==> src/rtl/session_pkg.sv <==
// rtl/session_pkg.sv - shared state, LCD and LED codes for the session controller
package session_pkg;

  typedef enum logic [2:0] {
    IDLE    = 3'd0,
    LOGIN   = 3'd1,
    LOCKOUT = 3'd2,
    MENU    = 3'd3,
    RUN     = 3'd4
  } state_t;

  localparam logic [3:0] LCD_WELCOME = 4'd0;
  localparam logic [3:0] LCD_LOGIN   = 4'd1;
  localparam logic [3:0] LCD_INVALID = 4'd2;
  localparam logic [3:0] LCD_MENU    = 4'd3;
  localparam logic [3:0] LCD_RUNNING = 4'd4;
  localparam logic [3:0] LCD_LOGOUT  = 4'd5;
  localparam logic [3:0] LCD_LOCKED  = 4'd6;
  localparam logic [3:0] LCD_TIMEOUT = 4'd7;

  localparam logic [1:0] LED_OFF   = 2'd0;
  localparam logic [1:0] LED_RED   = 2'd1;
  localparam logic [1:0] LED_GREEN = 2'd2;
  localparam logic [1:0] LED_AMBER = 2'd3;

  // A single application still needs a one-bit cursor port.
  function automatic int cursor_w(input int n);
    return (n > 1) ? $clog2(n) : 1;
  endfunction

endpackage

==> src/rtl/button_edge.sv <==
// rtl/button_edge.sv - registered rising-edge detector, one event cycle per 0->1 transition
module button_edge #(
  parameter int WIDTH = 3
) (
  input  logic             clk,
  input  logic             rst,
  input  logic [WIDTH-1:0] raw,
  output logic [WIDTH-1:0] rise
);

  logic [WIDTH-1:0] prev;

  always_ff @(posedge clk) begin
    if (!rst) begin
      prev <= '0;
      rise <= '0;
    end else begin
      prev <= raw;
      rise <= raw & ~prev;
    end
  end

endmodule

==> src/rtl/session_controller.sv <==
// rtl/session_controller.sv - welcome/login/menu/run sequencer; SESSION_TIMEOUT_EN adds a menu inactivity timeout
module session_controller
  import session_pkg::*;
#(
  parameter int NUM_APPS     = 2,
  parameter int MAX_FAILS    = 3,
  parameter int LOCK_CYCLES  = 1000,
  parameter int IDLE_TIMEOUT = 5000
) (
  input  logic                              clk,
  input  logic                              rst,
  input  logic [2:0]                        buttons,
  input  logic                              access_ok,
  input  logic                              access_fail,
  input  logic [NUM_APPS-1:0]               app_done,
  output logic [cursor_w(NUM_APPS)-1:0]     app_cursor,
  output logic [NUM_APPS-1:0]               app_run,
  output logic                              access_en,
  output logic                              access_clear,
  output logic [3:0]                        lcd_msg,
  output logic [1:0]                        led_state,
  output logic                              locked
);

  localparam int CW = cursor_w(NUM_APPS);
  localparam int TW = $clog2(LOCK_CYCLES + 1);

  logic [2:0] evt;
  logic       b0, b1, b2;

  button_edge #(.WIDTH(3)) u_btn (
    .clk  (clk),
    .rst  (rst),
    .raw  (buttons),
    .rise (evt)
  );

  assign b0 = evt[0];
  assign b1 = evt[1];
  assign b2 = evt[2];

  state_t              state, state_n;
  logic [CW-1:0]       cursor_n;
  logic [NUM_APPS-1:0] run_n;
  logic                en_n, clr_n, locked_n;
  logic [3:0]          lcd_n;
  logic [1:0]          led_n;
  logic [3:0]          fail_cnt, fail_n, fail_inc;
  logic [TW-1:0]       lock_tmr, lock_n;
`ifdef SESSION_TIMEOUT_EN
  localparam int IW = $clog2(IDLE_TIMEOUT + 1);
  logic [IW-1:0]       idle_cnt, idle_n;
`endif

  assign fail_inc = (fail_cnt >= 4'(MAX_FAILS)) ? fail_cnt : fail_cnt + 4'd1;

  always_comb begin
    state_n  = state;
    cursor_n = app_cursor;
    run_n    = app_run;
    lcd_n    = lcd_msg;
    led_n    = led_state;
    clr_n    = 1'b0;
    fail_n   = fail_cnt;
    lock_n   = (lock_tmr != '0) ? lock_tmr - TW'(1) : '0;
`ifdef SESSION_TIMEOUT_EN
    idle_n   = '0;
`endif
    case (state)
      IDLE: begin
        if (b0) begin
          state_n = LOGIN;
          lcd_n   = LCD_LOGIN;
          led_n   = LED_RED;
        end
      end
      LOGIN: begin
        if (b0) begin
          state_n = IDLE;
          clr_n   = 1'b1;
          lcd_n   = LCD_WELCOME;
          led_n   = LED_OFF;
        end else if (access_fail) begin
          fail_n = fail_inc;
          lcd_n  = LCD_INVALID;
          if (fail_inc >= 4'(MAX_FAILS)) begin
            state_n = LOCKOUT;
            clr_n   = 1'b1;
            lock_n  = TW'(LOCK_CYCLES - 1);
            lcd_n   = LCD_LOCKED;
          end
        end else if (access_ok) begin
          state_n = MENU;
          fail_n  = '0;
          lcd_n   = LCD_MENU;
          led_n   = LED_GREEN;
        end
      end
      LOCKOUT: begin
        // Timer was loaded with LOCK_CYCLES-1, so exit lands exactly LOCK_CYCLES cycles after entry.
        if (lock_tmr == '0) begin
          state_n = IDLE;
          fail_n  = '0;
          lcd_n   = LCD_WELCOME;
          led_n   = LED_OFF;
        end
      end
      MENU: begin
`ifdef SESSION_TIMEOUT_EN
        idle_n = idle_cnt + IW'(1);
`endif
        if (b0) begin
          state_n = IDLE;
          clr_n   = 1'b1;
          lcd_n   = LCD_LOGOUT;
          led_n   = LED_OFF;
        end else if (b2) begin
          state_n = RUN;
          run_n   = NUM_APPS'(1) << app_cursor;
          lcd_n   = LCD_RUNNING;
          led_n   = LED_AMBER;
        end else if (b1) begin
          cursor_n = (app_cursor == CW'(NUM_APPS - 1)) ? '0 : app_cursor + CW'(1);
`ifdef SESSION_TIMEOUT_EN
          idle_n   = '0;
        end else if (idle_cnt == IW'(IDLE_TIMEOUT - 1)) begin
          state_n = IDLE;
          clr_n   = 1'b1;
          lcd_n   = LCD_TIMEOUT;
          led_n   = LED_OFF;
`endif
        end
      end
      RUN: begin
        if (b0) begin
          state_n = IDLE;
          run_n   = '0;
          clr_n   = 1'b1;
          lcd_n   = LCD_LOGOUT;
          led_n   = LED_OFF;
        end else if (app_done[app_cursor]) begin
          state_n = MENU;
          run_n   = '0;
          lcd_n   = LCD_MENU;
          led_n   = LED_GREEN;
        end
      end
      default: begin
        state_n = IDLE;
        run_n   = '0;
        lcd_n   = LCD_WELCOME;
        led_n   = LED_OFF;
      end
    endcase
    en_n     = (state_n == LOGIN);
    locked_n = (state_n == LOCKOUT);
  end

  always_ff @(posedge clk) begin
    if (!rst) begin
      state        <= IDLE;
      app_cursor   <= '0;
      app_run      <= '0;
      access_en    <= 1'b0;
      access_clear <= 1'b0;
      lcd_msg      <= LCD_WELCOME;
      led_state    <= LED_OFF;
      locked       <= 1'b0;
      fail_cnt     <= '0;
      lock_tmr     <= '0;
`ifdef SESSION_TIMEOUT_EN
      idle_cnt     <= '0;
`endif
    end else begin
      state        <= state_n;
      app_cursor   <= cursor_n;
      app_run      <= run_n;
      access_en    <= en_n;
      access_clear <= clr_n;
      lcd_msg      <= lcd_n;
      led_state    <= led_n;
      locked       <= locked_n;
      fail_cnt     <= fail_n;
      lock_tmr     <= lock_n;
`ifdef SESSION_TIMEOUT_EN
      idle_cnt     <= idle_n;
`endif
    end
  end

endmodule
==> config.mk <==
export PLATFORM = sky130hd
export DESIGN_NAME = session_controller
export DESIGN_NICKNAME = d
export VERILOG_FILES = /design/src/rtl/session_pkg.sv /design/src/rtl/button_edge.sv /design/src/rtl/session_controller.sv
export SDC_FILE = /design/constraint.sdc
export NUM_CORES = 1
export LEC_CHECK = 0
export ABC_AREA = 1
export CAP_MARGIN = 30
export CELL_PAD_IN_SITES_DETAIL_PLACEMENT = 0
export CELL_PAD_IN_SITES_GLOBAL_PLACEMENT = 1
export CORE_MARGIN = 2
export CORE_UTILIZATION = 39
export DETAILED_ROUTE_END_ITERATION = 8
export PLACE_DENSITY = 0.89
export REMOVE_ABC_BUFFERS = 1
export SLEW_MARGIN = 15
export SYNTH_ARGS = -nofsm -noshare
export SYNTH_HDL_FRONTEND = slang
export SYNTH_SLANG_ARGS = --single-unit
==> constraint.sdc <==
create_clock -name clk -period 1.63 [get_ports clk]
set_input_delay 0.163 -clock clk [delete_from_list [all_inputs] [get_ports clk]]
set_output_delay 0.163 -clock clk [all_outputs]
set_load 0.01 [all_outputs]
==> results of run 1 <==
==> repair_timing <==
| item | CTS | global route |
|---|---|---|
| hold endpoints to repair | 0 | 0 |
| buffers inserted | 0 | 1 |
| endpoints found under the setup margin | 0 | 22 |
| resized for setup | 0 | 8 |
==> flip-flops by register name, summed over array words and instances (netlist names) <==
name          flops
access_clear      1
access_en         1
app_cursor        1
app_run           2
fail_cnt          4
lcd_msg           3
led_state         2
lock_tmr         10
locked            1
state             3
u_btn.prev        3
u_btn.rise        3
==> worst min path at each step <==
stage | endpoint | slack [ps] | cells after the start
after floorplan | u_btn.prev[0] | 270 | 2
after global placement | u_btn.rise[0] | 370 | 1
after detailed placement | u_btn.rise[1] | 380 | 1
after CTS | u_btn.rise[1] | 380 | 1
after global routing | u_btn.rise[1] | 390 | 1
final | u_btn.rise[1] | 380 | 1
==> power by group through the flow <==
stage / Clock, mW / Combinational [mW] / Sequential [mW]
floorplan: 0 / 0.730 / 1.08
global placement: 0 / 0.977 / 1.09
detailed placement: 0 / 0.983 / 1.09
CTS: 0.660 / 0.990 / 1.08
global route: 0.705 / 1.18 / 1.10
finish: 0.635 / 1.03 / 1.08
==> layer usage <==
metal / up-vias / GRT usage / wire, um
met4: 0 / 0.0449 / 12
met3: 2 / 0.0447 / 107
met2: 26 / 0.258 / 1710
met5: - / 0 / 0
li1: 847 / - / -
met1: 708 / 0.182 / 1640
==> cell usage after synthesis <==
master	count	area share
xnor2_1	1	0.0052
o21ai_2	1	0.0052
buf_6	1	0.0066
buf_4	1	0.0044
nor2_2	6	0.022
nor2_1	32	0.071
nand4_1	5	0.018
nand3_1	22	0.065
conb_1	1	0.0022
dfxtp_1	34	0.40
nor3_1	4	0.012
ha_1	2	0.015
a21oi_2	4	0.021
nand2_1	66	0.15
a21oi_1	9	0.026
or2_2	1	0.0037
xor2_1	2	0.010
inv_1	36	0.079
o22ai_1	3	0.011
o21ai_1	1	0.0029
nand3b_1	2	0.0088
o21ai_0	5	0.015
clkbuf_1	2	0.0044
nand3_2	4	0.024
nand2_2	3	0.011
o21a_1	1	0.0044
inv_2	3	0.0066
==> cells by family (layout without fill, tap and decap cells) <==
logic type | after synthesis | count (layout)
xor gates and xnor gates | 3 | 3
buffers and inverters | 43 | 74
DFF | 34 | 34
other | 1 | 1
adders and majority gates | 2 | 2
AOI/OAI and AO/OA | 24 | 24
and+or+nand+nor | 145 | 145
==> worst register-to-register path, stage by stage, from the launching register on <==
cell and delay, ps:
dfxtp_1 320, inv_1 70, ha_2 200, nand3_2 120
nor2_1 230, nand3_1 160, nand2_1 190, inv_1 60
nand3_1 70, inv_1 30
==> layout make-up <==
class / instances / area [sq um]
fill: 448 / 2160
multi-input combinational: 175 / 868
sequential: 34 / 682
timing repair buffer: 27 / 250
inverter: 39 / 146
clock buffer: 6 / 82.6
tap: 52 / 65.1
clock inverter: 2 / 12.5
==> through the flow <==
| stage | total power [mW] | utilization |
|---|---|---|
| finish | 2.74 | 0.494 |
| global route | 2.99 | 0.494 |
| CTS | 2.73 | 0.487 |
| detailed placement | 2.08 | 0.465 |
| global placement | 2.07 | 0.465 |
| floorplan | 1.81 | - |
==> results_dict.tcl, run 1 <==
set metrics [dict create \
    crit_cells 9 \
    mostFrequentLayoutCell "nand2_1" \
    cp-endpoint "lock_tmr[3]" \
    num-nets-final 293 \
    fmax_ghz 0.647 \
    status "finished clean" \
    dpl.hpwl_um 2660 \
    r2r_cells 9 \
    dr_total_vias 1583 \
    r2r_end "lock_tmr[3]" \
    die_w_um 70.0 \
    io-pin-count 21 \
    synth-simple-area-share 0.380 \
    drtIter0Drc 45 \
    die_area_sq_mm 0.00490 \
    synth_top_family_by_area "simple AND/OR/NAND/NOR gates" \
    critPathLaunchType "register" \
    finalCritPeriodShare 0.949 \
    worstPathArrival_ps 1730 \
    p_per_area_mw_per_mm2 1300 \
    drc 0 \
    pwr-share-clk 0.232 \
    seq_power_share 0.393 \
    synth_seq_area_share 0.400 \
    wl_um 3470 \
    muxShareOfSynthArea 0 \
    gp_congestion 0.821 \
    skew_ps 6.77 \
    via_per_inst 4.73 \
    cts-hold-fix-buffers 0 \
    grt.overflow.total 0 \
    cts_tree "built" \
    root_buffer "clkbuf_8" \
    drive_gt1_frac 0.159 \
    final.setup.worst_slack_ps 83.6 \
    synthAdderAreaFrac 0.0147 \
    grt.total_usage 0.151 \
    worstSetupPathType "reg -> reg" \
    crit_slowest_cell "dfxtp_1" \
    n_antenna_cell 0 \
    dpl.cell_count 326 \
    p_sw_uw 990 \
    layout_common_cells "nand2_1, inv_1, dfxtp_1" \
    drtAntennaViolNets 0 \
    io_buffers 19 \
    fin_crit_ps 1550 \
    grt_pass1_vias 1457 \
    synth_xor_area_frac 0.0155 \
    cp_common_cell "inv_1" \
    rr_startpoint "lock_tmr[0]" \
    core-area_sq_mm 0.00426 \
    r2r_slack_ps 80 \
    ys_seq_elements 34 \
    clockBufferDepth 2 \
    synth_cells 252 \
    final_cell_area_sq_mm 0.00211 \
    cts_buffers 5 \
    irDropWorstVdd_mv 0.578 \
    clock_sinks 34 \
    required_ps 1820 \
    worstSetupEndpointType "register" \
    cp_cell_sequence "inv_1 > ha_2 > nand3_2 > nor2_1 > nand3_1 > nand2_1 > inv_1 > nand3_1 > inv_1" \
    path_delay_family "simple AND/OR/NAND/NOR gates" \
    place_ws_ps 36.8 \
    row_count 24 \
    hp-class "reg -> reg" \
    cts.htree.levels 2 \
    hold_ws_ps 382 \
    p_leak_nw 1.00 \
    path_max_fanout 5 \
    synthDistinctLibCells 27 \
    grt_pass1_wl_um 5980 \
    syn_area_per_cell_sq_um 6.75 \
    combPwrFrac 0.375 \
    yosysWarnings 0 \
    report.final.hold_viol_count 0 \
    p_sw_frac 0.362 \
    fin_tns_setup_ps 0 \
    synth_compound_area_frac 0.0854 \
    drv_cap 0 \
    grt_max_degree 17 \
    placed_area_sq_mm 0.00198 \
    final_cells 335 \
    synth_area_sq_mm 0.00170 \
    critPathLaunch "lock_tmr[0]" \
    tightest_slew_ps 568 \
    worstSkewPairLatency_ps 280 \
    die_h_um 70.0 \
    finalSetupViolations 0 \
    p_int_mw 1.75 \
    wire_per_inst_um 10.4 \
    min-delay-start "u_btn.prev[1]" \
    area_growth_syn_to_layout_pct 23.9 \
    path_buf_inv 3 \
    final_max_slew_viol_count 0 \
    antenna_found_initial 0 \
    start_util 0.399 \
    clk_pin_slew_ps 70 \
    maxSlewHeadroom 0.621 \
    firstDrtPassIters 4 \
    cp_slowest_stage_delay_ps 320 \
]
Note: power is estimated with default switching activity, not from simulation.
==> inputs of run 2 (changes only) <==
- CORE_ASPECT_RATIO: not set -> 0.75
- SETUP_SLACK_MARGIN: not set -> 0.2
==> results_dict.tcl, run 2 (synthesis gave the netlist of run 1 again) <==
set metrics [dict create \
    start_util 0.412 \
    final_max_slew_viol_count 0 \
    p_per_area_mw_per_mm2 1210 \
    drv_cap 0 \
    core-area_sq_mm 0.00413 \
    clock_sinks 34 \
    row_count 20 \
    finalCritPeriodShare 0.935 \
    dr_total_vias 1694 \
    root_buffer "clkbuf_8" \
    hold_ws_ps 382 \
    power.total_mw 3.02 \
    fmax_ghz 0.656 \
    die_area_sq_mm 0.00491 \
    report.final.hold_viol_count 0 \
    min-delay-start "u_btn.prev[2]" \
    grt_max_degree 17 \
    status "finished clean" \
    clockBufferDepth 2 \
    rr_startpoint "fail_cnt[1]" \
    critPathLaunchType "register" \
    clk_pin_slew_ps 60 \
    cts-hold-fix-buffers 0 \
    irDropWorstVdd_mv 0.642 \
    num-nets-final 313 \
    io_buffers 19 \
    io-pin-count 21 \
    grt.overflow.total 0 \
    cp_slowest_stage_delay_ps 360 \
    layout_common_cells "nand2_1, inv_1, dfxtp_1" \
    path_max_fanout 5 \
    path_delay_family "simple AND/OR/NAND/NOR gates" \
    cts.htree.levels 2 \
    gp_congestion 0.887 \
    critPathLaunch "fail_cnt[1]" \
    antenna_found_initial 0 \
    fill_cells 390 \
    finalSetupViolations 0 \
    n_antenna_cell 0 \
    grt_pass1_vias 1516 \
    required_ps 1820 \
    drtAntennaViolNets 0 \
    placed_area_sq_mm 0.00199 \
    final_cell_area_sq_mm 0.00250 \
    area_growth_syn_to_layout_pct 47.0 \
    dpl.hpwl_um 2800 \
    worstSetupEndpointType "register" \
    cts_tree "built" \
    fin_tns_setup_ps 0 \
    grt.total_usage 0.185 \
    drtIter0Drc 78 \
    mostFrequentLayoutCell "nand2_1" \
    wire_per_inst_um 12.0 \
    via_per_inst 4.75 \
    largestRegisters "lock_tmr (10), fail_cnt (4)" \
    hp-class "reg -> reg" \
    final.setup.worst_slack_ps 106 \
    worstSetupPathType "reg -> reg" \
    drive_gt1_frac 0.321 \
    grt_pass1_wl_um 6880 \
    die_w_um 80.2 \
    cts_buffers 5 \
    wl_um 4280 \
    p_leak_nw 1.16 \
    place_ws_ps 39.0 \
    rsz0062_at_grt "true" \
    regMostFlops "lock_tmr" \
    largest_register_ffs 10 \
    drc 0 \
    cp_cell_sequence "ha_4 > nand3_2 > nand2_2 > nand2_2 > nand2_4 > nand3_4 > buf_12 > buf_16 > nand2_4 > inv_2" \
    path_buf_inv 3 \
    worstSkewPairLatency_ps 290 \
    firstDrtPassIters 4 \
    skew_ps 3.08 \
    die_h_um 61.2 \
    worstPathArrival_ps 1720 \
    crit_slowest_cell "dfxtp_4" \
    fin_crit_ps 1520 \
]
run 2: path summary, 6_finish.rpt:
check	to	slack [ps]	cells past startpoint
setup / recovery	lock_tmr[4]	110	10
hold / removal	u_btn.rise[2]	380	1
setup reg to reg	lock_tmr[4]	110	10
hold reg to reg	u_btn.rise[2]	380	1
run 2: layout make-up:
class | instances | area, sq um | area share
repair buffers | 47 | 462 | 0.185
flip-flops and latches | 34 | 692 | 0.277
clock buffers | 7 | 76.3 | 0.0305
well taps | 55 | 68.8 | 0.0275
inverters | 39 | 151 | 0.0606
multi-input cells | 175 | 1050 | 0.420
run 2: report_power, final:
| group | internal [mW] | switching, mW |
|---|---|---|
| Sequential | 0.979 | 0.108 |
| Clock | 0.294 | 0.286 |
| Combinational | 0.607 | 0.748 |
run 2: worst reg2reg max path, cell delays in order (launching register included):
cell and delay [ps]:
dfxtp_4 360, ha_4 260, nand3_2 70, nand2_2 110, nand2_2 70, nand2_4 80
nand3_4 100, buf_12 160, buf_16 130, nand2_4 60, inv_2 20
run 2: what timing repair did:
item                       in CTS  in global routing
setup buffers                  12                  7
gates cloned                    1                  0
hold endpoints to repair        0                  0
gates resized for setup        24                 49
setup endpoints to repair      22                 27
pin swaps                       8                 24
run 2: stage by stage:
stage | cells | util
floorplan | 248 | -
global placement | 330 | 0.483
detailed placement | 330 | 0.483
CTS | 350 | 0.550
global route | 357 | 0.605
finish | 357 | 0.605
run 2: layer usage:
| metal | wire length [um] | up-vias | track usage |
|---|---|---|---|
| li1 | - | 899 | - |
| met2 | 1890 | 32 | 0.289 |
| met1 | 2190 | 756 | 0.251 |
| met5 | 0 | - | 0 |
| met3 | 133 | 7 | 0.0425 |
| met4 | 67 | 0 | 0.0751 |
==> inputs of run 3 (changes only) <==
- PLACE_DENSITY: 0.89 -> 0.91
==> results_dict.tcl, run 3 (synthesis gave the netlist of run 1 again) <==
set metrics [dict create \
    status "finished clean" \
    core-area_sq_mm 0.00413 \
    clk_pin_slew_ps 70 \
    io-pin-count 21 \
    skew_ps 7.52 \
    n_antenna_cell 0 \
    worstSetupPathType "reg -> reg" \
    clockBufferDepth 2 \
    fin_crit_ps 1400 \
    cts_tree "built" \
    io_buffers 19 \
    finalSetupViolations 0 \
    report.final.hold_viol_count 0 \
    regMostFlops "lock_tmr" \
    r2r_cells 11 \
    grt.overflow.total 0 \
    root_buffer "clkbuf_8" \
    drtIter0Drc 67 \
    dpl.hpwl_um 2700 \
    largestRegisters "lock_tmr (10), fail_cnt (4)" \
    grt_pass1_wl_um 6370 \
    largest_register_ffs 10 \
    fin_tns_setup_ps 0 \
    via_per_inst 4.78 \
    grt_max_degree 12 \
    dr_total_vias 1657 \
    drv_cap 0 \
    clock_sinks 34 \
    critPathLaunchType "register" \
    worstSetupEndpointType "register" \
    rsz0062_at_grt "true" \
    irDropWorstVdd_mv 0.626 \
    cp_cell_sequence "inv_2 > ha_4 > nand3_4 > nor2_4 > nand2_4 > nand2_8 > inv_1 > nor2_2 > nand2_1 > nand2_1 > nor2_1" \
    grt.total_usage 0.173 \
    die_h_um 61.2 \
    cp-endpoint "locked" \
    gp_congestion 0.873 \
    die_area_sq_mm 0.00491 \
    firstDrtPassIters 4 \
    placed_area_sq_mm 0.00201 \
    finalCritPeriodShare 0.856 \
    path_max_fanout 5 \
    wire_per_inst_um 11.6 \
    p_leak_nw 1.10 \
    row_count 20 \
    drtAntennaViolNets 0 \
    area_growth_syn_to_layout_pct 41.4 \
    required_ps 1820 \
    r2r_end "locked" \
    crit_slowest_cell "dfxtp_2" \
    cts_buffers 5 \
    worstPathArrival_ps 1590 \
    cts-hold-fix-buffers 0 \
    antenna_found_initial 0 \
    cp_common_cell "nand2_1" \
    wl_um 4030 \
    grt_pass1_vias 1419 \
    critPathLaunch "lock_tmr[0]" \
    num-nets-final 302 \
    layout_common_cells "nand2_1, inv_1, dfxtp_1" \
    fill_cells 388 \
    drive_gt1_frac 0.301 \
    final_cell_area_sq_mm 0.00240 \
    min-delay-start "u_btn.prev[0]" \
    mostFrequentLayoutCell "nand2_1" \
    p_per_area_mw_per_mm2 1290 \
    rr_startpoint "lock_tmr[0]" \
    die_w_um 80.2 \
    r2r_slack_ps 230 \
    drc 0 \
    worstSkewPairLatency_ps 290 \
    cts.htree.levels 2 \
    start_util 0.412 \
    fmax_ghz 0.717 \
    hp-class "reg -> reg" \
    cp_slowest_stage_delay_ps 330 \
    final_max_slew_viol_count 0 \
]
[run 3: cell count changes in the layout (fill, tap and decap cells not counted), sizes merged]
cell and change:
buf -12, clkinvlp +1, clkbuf -1, nand2 +1
clkinv +1
[run 3: worst min-delay path by stage]
stage / to / depth (start not counted) / slack (ps)
3_5_place_dp: u_btn.rise[1] / 1 / 380
6_report: u_btn.rise[0] / 1 / 380
5_1_grt: u_btn.rise[1] / 1 / 390
4_1_cts: u_btn.rise[0] / 1 / 390
2_1_floorplan: u_btn.prev[0] / 2 / 270
3_3_place_gp: u_btn.rise[0] / 1 / 370
[run 3: final cells by class]
class / instances / area (sq um) / area share
clock buffer: 6 / 82.6 / 0.0343
clock inverter: 2 / 12.5 / 0.00520
inverter: 39 / 151 / 0.0630
multi-input combinational: 176 / 1070 / 0.445
sequential: 34 / 698 / 0.290
tap: 55 / 68.8 / 0.0286
timing repair buffer: 35 / 320 / 0.133
[run 3: per-layer routing]
metal  up-vias  global-route usage  routed length (um)
li1        878                   -                   -
met1       739               0.258                2090
met2        33               0.232                1710
met3         7              0.0455                 159
met4         0              0.0726                  61
met5         -                   0                   0
[run 3: power breakdown]
part | switching (mW) | total [mW] | internal (mW) | leakage (nW)
Sequential | 0.119 | 1.10 | 0.983 | 0.283
Combinational | 0.751 | 1.34 | 0.593 | 0.773
Clock | 0.320 | 0.659 | 0.339 | 0.0472
Total | 1.19 | 3.11 | 1.92 | 1.10
[run 3: worst max-delay path: cells and delay by family, from the launching register on]
kind,cells,cell delay [ps]
and+or+nand+nor,8,680
DFF,1,330
adders and majority gates,1,150
buffers and inverters,2,120
[run 3: timing repair]
item	4_1_cts	5_1_grt
setup endpoints to repair	24	27
resized for setup	19	51
pin swaps	4	14
gates cloned	2	0
buffers inserted	1	4
hold endpoints to repair	0	0
[run 3: per-stage QoR]
stage | worst slack [ps] | power, mW | utilization | cells | hold slack (ps)
global placement | 130 | 2.09 | 0.486 | 332 | 371
floorplan | 173 | 1.81 | - | 248 | 274
detailed placement | 88.6 | 2.09 | 0.486 | 332 | 377
CTS | 207 | 2.85 | 0.529 | 343 | 388
finish | 235 | 3.11 | 0.582 | 347 | 380
global route | 145 | 3.35 | 0.582 | 347 | 392
